--- src/rtl/enemy_array_draw_if.sv ---
// Pixel/ROM bus for enemy_array_draw.
//   master (renderer): drives rom_addr, enemy_rgb, enemy_hit; reads rom_data
//   slave  (ROM + colour mux): drives rom_data; reads the rest
//   rom_addr  : sprite ROM address, registered
//   rom_data  : ROM word, valid one cycle after rom_addr
//   enemy_rgb : pixel colour, MASK when transparent or no enemy
//   enemy_hit : high when enemy_rgb is an opaque enemy pixel
interface enemy_array_draw_if #(
    parameter int ADDR_WIDTH = 16
);
    logic [ADDR_WIDTH-1:0] rom_addr;
    logic [11:0]           rom_data;
    logic [11:0]           enemy_rgb;
    logic                  enemy_hit;

    modport master (output rom_addr, enemy_rgb, enemy_hit, input rom_data);
    modport slave  (input rom_addr, enemy_rgb, enemy_hit, output rom_data);
endinterface

--- src/rtl/enemy_array_draw.sv ---
// Enemy sprite renderer: N enemies sharing one external sprite ROM, with a
// shared walk animation and a per-enemy explosion sequence.
// Ports:
//   pixclk, rst      : pixel clock, synchronous active-high reset
//   draw_x, draw_y   : current scan position
//   frame_tick       : one pulse per video frame
//   enemy_pos_x/_y   : packed top-left positions (11/10 bits per enemy)
//   killed           : per-enemy kill level from game logic
//   bus              : ROM address/data and pixel output (see interface)
// Latency: draw_x/draw_y applied before edge t -> rom_addr after edge t,
// rom_data after t+1, enemy_rgb/enemy_hit after t+2 (three edges).
`ifndef MASK
`define MASK 12'hF0F
`endif

module enemy_array_draw #(
    parameter int N_ENEMIES     = 4,
    parameter int SPRITE_W      = 32,
    parameter int SPRITE_H      = 32,
    parameter int N_FRAMES      = 2,
    parameter int FRAME_PERIOD  = 8,
    parameter int EXPLODE_TICKS = 16,
    parameter int ADDR_WIDTH    = 16
) (
    input  logic                     pixclk,
    input  logic                     rst,
    input  logic [10:0]              draw_x,
    input  logic [9:0]               draw_y,
    input  logic                     frame_tick,
    input  logic [11*N_ENEMIES-1:0]  enemy_pos_x,
    input  logic [10*N_ENEMIES-1:0]  enemy_pos_y,
    input  logic [N_ENEMIES-1:0]     killed,
    enemy_array_draw_if.master       bus
);
    typedef enum logic [1:0] {ALIVE, EXPLODING, DEAD} estate_t;

    localparam int CW = $clog2(EXPLODE_TICKS + 1);
    localparam int TW = (FRAME_PERIOD > 1) ? $clog2(FRAME_PERIOD) : 1;
    localparam int FW = (N_FRAMES > 1) ? $clog2(N_FRAMES) : 1;
    localparam logic [11:0] W_M1 = 12'(SPRITE_W - 1);
    localparam logic [10:0] H_M1 = 11'(SPRITE_H - 1);

    estate_t                st_q   [N_ENEMIES];
    estate_t                st_d   [N_ENEMIES];
    logic [CW-1:0]          cnt_q  [N_ENEMIES];
    logic [CW-1:0]          cnt_d  [N_ENEMIES];
    logic [N_ENEMIES-1:0]   killed_q;
    logic [N_ENEMIES-1:0]   kill_rise;
    logic [TW-1:0]          tick_q;
    logic [FW-1:0]          frame_q;
    logic                   win;
    logic [ADDR_WIDTH-1:0]  addr_nx;
    logic [11:0]            dx12, px;
    logic [10:0]            dy11, py;
    logic [31:0]            img;
    logic [1:0]             vld_pipe;

    assign kill_rise = killed & ~killed_q;

    // Per-enemy state register
    always_ff @(posedge pixclk) begin
        if (rst) begin
            killed_q <= '0;
            for (int i = 0; i < N_ENEMIES; i++) begin
                st_q[i]  <= ALIVE;
                cnt_q[i] <= '0;
            end
        end else begin
            killed_q <= killed;
            for (int i = 0; i < N_ENEMIES; i++) begin
                st_q[i]  <= st_d[i];
                cnt_q[i] <= cnt_d[i];
            end
        end
    end

    // Respawn has priority; a kill edge reloads the full explosion even when
    // frame_tick arrives in the same cycle, so that tick is not counted.
    always_comb begin
        for (int i = 0; i < N_ENEMIES; i++) begin
            st_d[i]  = st_q[i];
            cnt_d[i] = cnt_q[i];
            if (!killed[i]) begin
                st_d[i]  = ALIVE;
                cnt_d[i] = '0;
            end else if (kill_rise[i]) begin
                st_d[i]  = EXPLODING;
                cnt_d[i] = CW'(EXPLODE_TICKS);
            end else if (st_q[i] == EXPLODING && frame_tick) begin
                if (cnt_q[i] <= CW'(1)) begin
                    st_d[i]  = DEAD;
                    cnt_d[i] = '0;
                end else begin
                    cnt_d[i] = cnt_q[i] - CW'(1);
                end
            end
        end
    end

    // Shared walk animation
    always_ff @(posedge pixclk) begin
        if (rst) begin
            tick_q  <= '0;
            frame_q <= '0;
        end else if (frame_tick) begin
            if (tick_q == TW'(FRAME_PERIOD - 1)) begin
                tick_q  <= '0;
                frame_q <= (frame_q == FW'(N_FRAMES - 1)) ? '0 : frame_q + FW'(1);
            end else begin
                tick_q <= tick_q + TW'(1);
            end
        end
    end

    // Hit test in 12/11-bit so boxes near the right/bottom edge never wrap.
    // Scanning from the top index down leaves the lowest index as winner.
    always_comb begin
        win     = 1'b0;
        addr_nx = '0;
        dx12    = {1'b0, draw_x};
        dy11    = {1'b0, draw_y};
        px      = '0;
        py      = '0;
        img     = '0;
        for (int i = N_ENEMIES - 1; i >= 0; i--) begin
            px  = {1'b0, enemy_pos_x[11*i +: 11]};
            py  = {1'b0, enemy_pos_y[10*i +: 10]};
            img = (st_q[i] == EXPLODING) ? 32'(N_FRAMES) : 32'(frame_q);
            if (st_q[i] != DEAD && dx12 >= px && dx12 <= px + W_M1 &&
                dy11 >= py && dy11 <= py + H_M1) begin
                win     = 1'b1;
                addr_nx = ADDR_WIDTH'(img * 32'(SPRITE_W * SPRITE_H) +
                                      32'(dy11 - py) * 32'(SPRITE_W) +
                                      32'(dx12 - px));
            end
        end
    end

    // Address stage, valid delay to line up with rom_data, output stage
    always_ff @(posedge pixclk) begin
        if (rst) begin
            bus.rom_addr  <= '0;
            vld_pipe      <= '0;
            bus.enemy_rgb <= `MASK;
            bus.enemy_hit <= 1'b0;
        end else begin
            if (win)
                bus.rom_addr <= addr_nx;
            vld_pipe      <= {vld_pipe[0], win};
            bus.enemy_rgb <= vld_pipe[1] ? bus.rom_data : `MASK;
            bus.enemy_hit <= vld_pipe[1] && (bus.rom_data != `MASK);
        end
    end
endmodule

--- src/flat_wrapper.sv ---
// flat-port wrapper written by rule: the top's interface ports become plain ports
module enemy_array_draw_flat 
#(
    parameter int N_ENEMIES     = 4,
    parameter int SPRITE_W      = 32,
    parameter int SPRITE_H      = 32,
    parameter int N_FRAMES      = 2,
    parameter int FRAME_PERIOD  = 8,
    parameter int EXPLODE_TICKS = 16,
    parameter int ADDR_WIDTH    = 16
)
  (pixclk, rst, draw_x, draw_y, frame_tick, enemy_pos_x, enemy_pos_y, killed, bus_rom_addr, bus_enemy_rgb, bus_enemy_hit, bus_rom_data);
  enemy_array_draw_if #(.ADDR_WIDTH(ADDR_WIDTH)) bus_i ();
  input  logic pixclk;
  input  logic rst;
  input  logic [10:0] draw_x;
  input  logic [9:0] draw_y;
  input  logic frame_tick;
  input  logic [11*N_ENEMIES-1:0] enemy_pos_x;
  input  logic [10*N_ENEMIES-1:0] enemy_pos_y;
  input  logic [N_ENEMIES-1:0] killed;
  output wire logic [$bits(bus_i.rom_addr)-1:0] bus_rom_addr;
  output wire logic [$bits(bus_i.enemy_rgb)-1:0] bus_enemy_rgb;
  output wire logic [$bits(bus_i.enemy_hit)-1:0] bus_enemy_hit;
  input wire logic [$bits(bus_i.rom_data)-1:0] bus_rom_data;
  assign bus_rom_addr = bus_i.rom_addr;
  assign bus_enemy_rgb = bus_i.enemy_rgb;
  assign bus_enemy_hit = bus_i.enemy_hit;
  assign bus_i.rom_data = bus_rom_data;
  enemy_array_draw #(.N_ENEMIES(N_ENEMIES), .SPRITE_W(SPRITE_W), .SPRITE_H(SPRITE_H), .N_FRAMES(N_FRAMES), .FRAME_PERIOD(FRAME_PERIOD), .EXPLODE_TICKS(EXPLODE_TICKS), .ADDR_WIDTH(ADDR_WIDTH)) u_core (.pixclk(pixclk), .rst(rst), .draw_x(draw_x), .draw_y(draw_y), .frame_tick(frame_tick), .enemy_pos_x(enemy_pos_x), .enemy_pos_y(enemy_pos_y), .killed(killed), .bus(bus_i));
endmodule
--- config.mk ---
export PLATFORM = sky130hd
export DESIGN_NAME = enemy_array_draw_flat
export DESIGN_NICKNAME = d
export VERILOG_FILES = /design/src/rtl/enemy_array_draw_if.sv /design/src/rtl/enemy_array_draw.sv /design/src/flat_wrapper.sv
export SDC_FILE = /design/constraint.sdc
export NUM_CORES = 1
export LEC_CHECK = 0
export CORE_MARGIN = 8
export CORE_UTILIZATION = 63
export CTS_CLUSTER_SIZE = 8
export DETAILED_ROUTE_END_ITERATION = 12
export HOLD_SLACK_MARGIN = 0.08
export MAX_ROUTING_LAYER = met4
export PLACE_DENSITY_LB_ADDON = 0.05
export RECOVER_POWER = 25
export SYNTH_ARGS = -nofsm -noshare
export SYNTH_HDL_FRONTEND = slang
export SYNTH_SLANG_ARGS = --single-unit
--- constraint.sdc ---
create_clock -name pixclk -period 7.5 [get_ports pixclk]
set_input_delay 1.5 -clock pixclk [delete_from_list [all_inputs] [get_ports pixclk]]
set_output_delay 1.5 -clock pixclk [all_outputs]
set_load 0.02 [all_outputs]
# --- Yosys cells after proc, flatten, opt, wreduce, memory -nomap -nowiden ---
# Memories as Yosys holds them, arrays and structs flattened.
# Cells that the tools add are included.
classes:
  n_addsub: 30
  magnitude_cmp: 20
  n_eq_ne: 10
  mux: 57
  n_bitwise: 11
  n_reduce_logical: 23
op_table:
  columns: ["op", "n"]
  rows:
  - ["$add A16 B16 Y16", 8]
  - ["$mux W5", 20]
  - ["$mux W16", 4]
  - ["$add A11 B5 Y12 const B", 4]
  - ["$le A11 B12 Y1", 4]
  - ["$mux W2", 24]
  - ["$sub A11 B11 Y12", 4]
  - ["$add A10 B5 Y11 const B", 4]
  - ["$ge A11 B11 Y1", 4]
  - ["$le A10 B11 Y1", 4]
  - ["$sub A10 B10 Y11", 4]
  - ["$ge A10 B10 Y1", 4]
  - ["$logic_and A1 B1 Y1", 21]
  - ["$le A5 B1 Y1 const B", 4]
  - ["$sub A5 B1 Y5 const B", 4]
  - ["$ne A12 B12 Y1 const B", 1]
  - ["$eq A2 B1 Y1 const B", 4]
  - ["$mux W1", 8]
  - ["$ne A2 B2 Y1 const B", 4]
  - ["$or A1 B1 Y1", 8]
  - ["$and A4 B4 Y4", 1]
  - ["$not A4 Y4", 1]
  - ["$add A3 B1 Y3 const B", 1]
  - ["$eq A3 B3 Y1 const B", 1]
  - ["other kinds (5)", 5]
totals:
  regBits: 39
  ramBits: 28
  in_bits: 124
  out_inout_bits: 29
  word_cells: 160
  mem_count: 2
memory_table:
  columns: ["name", "depth", "width", "rd", "rd_clocked_by_memory_dff", "wr", "line", "source"]
  rows:
  - ["u_core.cnt_q", 4, 5, 4, 0, 4, "enemy_array_draw.sv:45", "logic [CW-1:0] cnt_q [N_ENEMIES];"]
  - ["u_core.st_q", 4, 2, 4, 0, 4, "enemy_array_draw.sv:43", "estate_t st_q [N_ENEMIES];"]

# --- Logic depth before layout (Yosys ltp) ---
# Gate-level depths: netlist (run 1).
# An unclocked memory read counts as a cell.
depth:
  depth_word: 10
  mapped_depth: 22
  mapped_depth_nobuf: 22

# --- Worst setup path before layout (run 1) ---
# Ideal clock, no wire load.
synth_timing:
  path_type: "input -> register"
  from: "input port draw_x[0]"
  to: "register u_core.bus.rom_addr[15]"
  setup_time_ns: 0.117
  arrival_time_ns: 5.379
  t_required_ns: 7.383
  path_slack_ns: 2.004
  stages: 19
  path_buffers: 0
  path_cell_list: "inv_1 -> ha_1 -> fa_1 -> nor2b_1 -> o21ai_0 -> a21boi_0 -> o21ai_0 -> a21oi_1 -> a21o_1 -> a21oi_1 -> xnor2_1 -> fa_1 -> ha_1 -> o21a_1 -> o41ai_1 -> o21ai_0 -> xnor2_1 -> xnor3_1 -> a32o_1"
synth_between:
  elab_chain_cells: 9
  elab_cells_between_ends: 40
  cone_classes: "8 x add/sub; 8 x order compare; 8 x mux; 16 x reduce/logical"
synth_lines:
  columns: ["item", "line", "source"]
  rows:
  - ["start: declaration", "flat_wrapper.sv:16", "input logic [10:0] draw_x;"]
  - ["parallel branches: the longest is 9 deep, another holds $add A16 B16 Y16", null, null]
  - ["end signal: assignment", "enemy_array_draw.sv:148", "bus.rom_addr <= addr_nx;"]
  - ["end: declaration", "enemy_array_draw_if.sv:16", "modport master (output rom_addr, enemy_rgb, enemy_hit, input rom_data);"]
# Parallel ways; which one is timed is not known.
# A chain may end at the register's enable or synchronous reset.

# --- Worst setup path in the final report (run 1) ---
layout_timing:
  from: "input port draw_x[1]"
  to: "register u_core.bus.rom_addr[15]"
# Same word-level chain as after synthesis.

==> impl_metrics.csv, run 1 <==
group,metric,value,unit
layout,layout_common_cells,"254 x ha_1, 161 x inv_1, 138 x xnor2_1, 131 x clkdlybuf4s50_1, 111 x a21oi_1",
layout,fin_area,14100,um2
global_route,grt_pass1_wl,55200,um
setup_path,cp-end-kind,"flop",
synthesis,seq_area_frac_synth,0.112,
routing,via_count,11823,
clock_network,cts_max_path_buffers,2,
setup_path,crit_path_start_kind,"input port",
routing,drt_iter0_drc,697,
timing,rsz0062_at_grt,"no",
power_and_ir_drop,switching_share,0.426,
setup_path,cp_cell_sequence,"clkdlybuf4s50_1, ha_1, nor2b_1, o2111ai_1, a31oi_1, a41o_1, a21oi_1, inv_1, fa_1, inv_1, ha_1, nor3_1, nor2_1, a31o_2, a21oi_1, xnor3_1, nor3_1, a2111oi_2, a32o_1",
clock_network,numCtsBuffers,9,
global_route,grt.total_usage,0.291,
setup_path,cp_data_arrival_time,6.87,ns
power_and_ir_drop,power_per_cell_area,172,nW/um2
synthesis,syn_inst,1527,
clock_network,ctsHoldBuffers,0,
global_route,first_global_vias,11703,
setup_path,max_stage_delay,0.85,ns
floorplan,fp.coreArea,18700,um2
timing,finalSetupViolations,0,
power_and_ir_drop,leakagePower,0.00643,uW
setup_path,path_class,"in -> reg",
setup_path,critPathBufInv,3,
placed_design,dp_hpwl,28600,um
clock_network,cts_setup_buffers,0,
timing,final.period_utilization,0.885,
floorplan,start_util,0.641,
floorplan,fp-row-count,50,
clock_network,cts_tree,"yes",
placed_design,placed_area,13800,um2
synthesis,yosysWarnings,0,
floorplan,die_h,154,um
placed_design,gp_congestion,1.02,
synthesis,synthArstFlopShare,0,
min_path,hold_path_class,"reg -> reg",
clock_network,cts-root-buf,"clkbuf_16",
power_and_ir_drop,intPower,1390,uW
layout,post-route-util,0.755,
synthesis,synth_area,12000,um2
setup_path,critical-path-top-delay-family,"compound AO/OA/AOI/OAI gates",
layout,drive_above_1_share,0.0243,
placed_design,portBuffers,152,
synthesis,syn-num-nets,1925,
clock_network,cts_max_level,3,
power_and_ir_drop,comb_power_share,0.638,
power_and_ir_drop,peakVddDrop,140,uV
clock_network,cts_sinks,67,
timing,slew_viol_final,0,
status,status,"finished, final reports clean",
synthesis,synth_seq_cells,67,
routing,drc,0,
timing,max_freq,0.151,GHz
layout,diodes,0,
power_and_ir_drop,switchingPower,1030,uW
clock_network,post_cts_resized,0,
clock_network,path_clk_slew,0.06,ns
synthesis,synth_edf_count,0,
global_route,antenna_found_initial,0,
global_route,grt_max_degree,27,
setup_path,slowest_stage,"clkdlybuf4s50_1",
global_route,overflow,0,
power_and_ir_drop,pwr-share-seq,0.165,
flow_run,max_cap_violations,0,
layout,final_common_cell,"ha_1",
routing,routed_wl,34300,um
floorplan,ios,153,
routing,viasPerCell,6.15,
layout,area_growth,17.8,%
timing,hold_violations,0,
clock_network,clk_latency,0.35,ns
setup_path,required,7.73,ns
timing,tns,0,ns
layout,layout.nets,2083,
synthesis,avgSynthCellArea,7.85,um2
routing,antenna_left,0,
floorplan,die_x,154,um
timing,fin_skew,0.00870,ns
floorplan,die_area,23700,um2
synthesis,yosysUniqueCellTypes,75,
synthesis,synth-main-ff-cell,"dfxtp_1",
power_and_ir_drop,pwr-share-clk,0.197,
timing,period_needed,6.64,ns
timing,slew_headroom,0.280,
setup_path,crit_fanout,10,
timing,timing.hold.ws,0.444,ns
routing,routedWlPerCell,17.8,um
timing,tightest_slew,1.08,ns
routing,drt-pass1-iter-count,5,
## area by class of cell
| cell class | count | area (um2) |
|---|---|---|
| clock buffer | 10 | 239 |
| clock inverter | 6 | 88.8 |
| fill | 1465 | 4590 |
| inverter | 161 | 604 |
| multi-input combinational | 1286 | 9970 |
| sequential | 67 | 1340 |
| tap | 234 | 293 |
| timing repair buffer | 160 | 1580 |
## per-layer routing
metal  vias to the layer above  global-route usage  share of wire
li1                       5814                   -              -
met1                      5544               0.335           0.41
met2                       380               0.514           0.49
met3                        85              0.0384          0.064
met4                         0               0.102          0.031
met5                         -                   -              0
## path summary, 6_finish.rpt
kind                           start                       to  slack (ns)  cells past startpoint
setup / recovery           draw_x[1]  u_core.bus.rom_addr[15]        0.86                     19
setup reg to reg   u_core.st_q[2][0]  u_core.bus.rom_addr[15]        4.03                     12
hold reg to reg   u_core.vld_pipe[0]       u_core.vld_pipe[1]        0.44                      1
hold / removal    u_core.vld_pipe[0]       u_core.vld_pipe[1]        0.44                      1
## power by group through the flow
stage | logic [uW] | registers [uW] | clock network (uW)
2_1_floorplan | 1090 | 424 | 0
3_3_place_gp | 1470 | 407 | 0
3_5_place_dp | 1510 | 407 | 0
4_1_cts | 1530 | 400 | 478
5_1_grt | 1700 | 402 | 495
6_report | 1540 | 400 | 478
## Yosys cell counts, types with 14 or more instances
cell type | instances | area [um2]
nand4_1 | 28 | 175
nor3_1 | 53 | 265
nand2_1 | 107 | 402
fa_1 | 20 | 400
o21a_1 | 21 | 158
a211oi_1 | 19 | 143
inv_1 | 161 | 604
xor2_1 | 35 | 307
nor2b_1 | 29 | 181
nor2_1 | 97 | 364
o21bai_1 | 14 | 105
o21ai_0 | 54 | 270
a31oi_1 | 19 | 119
xnor2_1 | 138 | 1210
nand2b_1 | 21 | 131
a21o_1 | 45 | 338
nand3_1 | 44 | 220
or3_1 | 14 | 87.6
ha_1 | 254 | 3180
a21oi_1 | 111 | 556
dfxtp_1 | 67 | 1340
## state kept, by name, summed over array words and instances (netlist names)
signal	count
u_core.frame_q	1
u_core.bus.enemy_rgb	12
u_core.cnt_q	20
u_core.vld_pipe	2
u_core.st_q	8
u_core.bus.rom_addr	16
u_core.killed_q	4
u_core.tick_q	3
u_core.bus.enemy_hit	1
## worst register-to-register path, stage by stage, from the launching register on
cell and delay (ns):
dfxtp_1 0.49, nand2_1 0.14, and2_1 0.19, fa_1 0.43, ha_1 0.34, o21ai_0 0.12
o21ai_0 0.16, a31o_2 0.26, a21oi_1 0.22, xnor3_1 0.36, nor3_1 0.29, a2111oi_2 0.09
a32o_1 0.24
## through the flow
step,instances,total power (uW),setup WS (ns)
6_report,1924,2420,0.861
5_1_grt,1924,2600,0.555
4_1_cts,1924,2410,0.922
3_5_place_dp,1908,1920,0.591
3_3_place_gp,1908,1870,0.857
2_1_floorplan,1527,1520,2.00
## logic make-up after synthesis
group,share of synthesized area
simple gates,0.189
compound gates,0.211
fa+ha+maj,0.299
xor+xnor,0.130
buf+inv,0.0563
flops,0.112
mux,0.00334
No activity file was read; power rests on OpenSTA's default activity.
==> run 2: changes to the inputs <==
--- a/config.mk
+++ b/config.mk
@@ -13,6 +13,7 @@
 export MAX_ROUTING_LAYER = met4
 export PLACE_DENSITY_LB_ADDON = 0.05
 export RECOVER_POWER = 25
+export SLEW_MARGIN = 20
 export SYNTH_ARGS = -nofsm -noshare
 export SYNTH_HDL_FRONTEND = slang
 export SYNTH_SLANG_ARGS = --single-unit
==> results of run 2 <==
Final layout, timing and power as in run 1 (identical DEF).
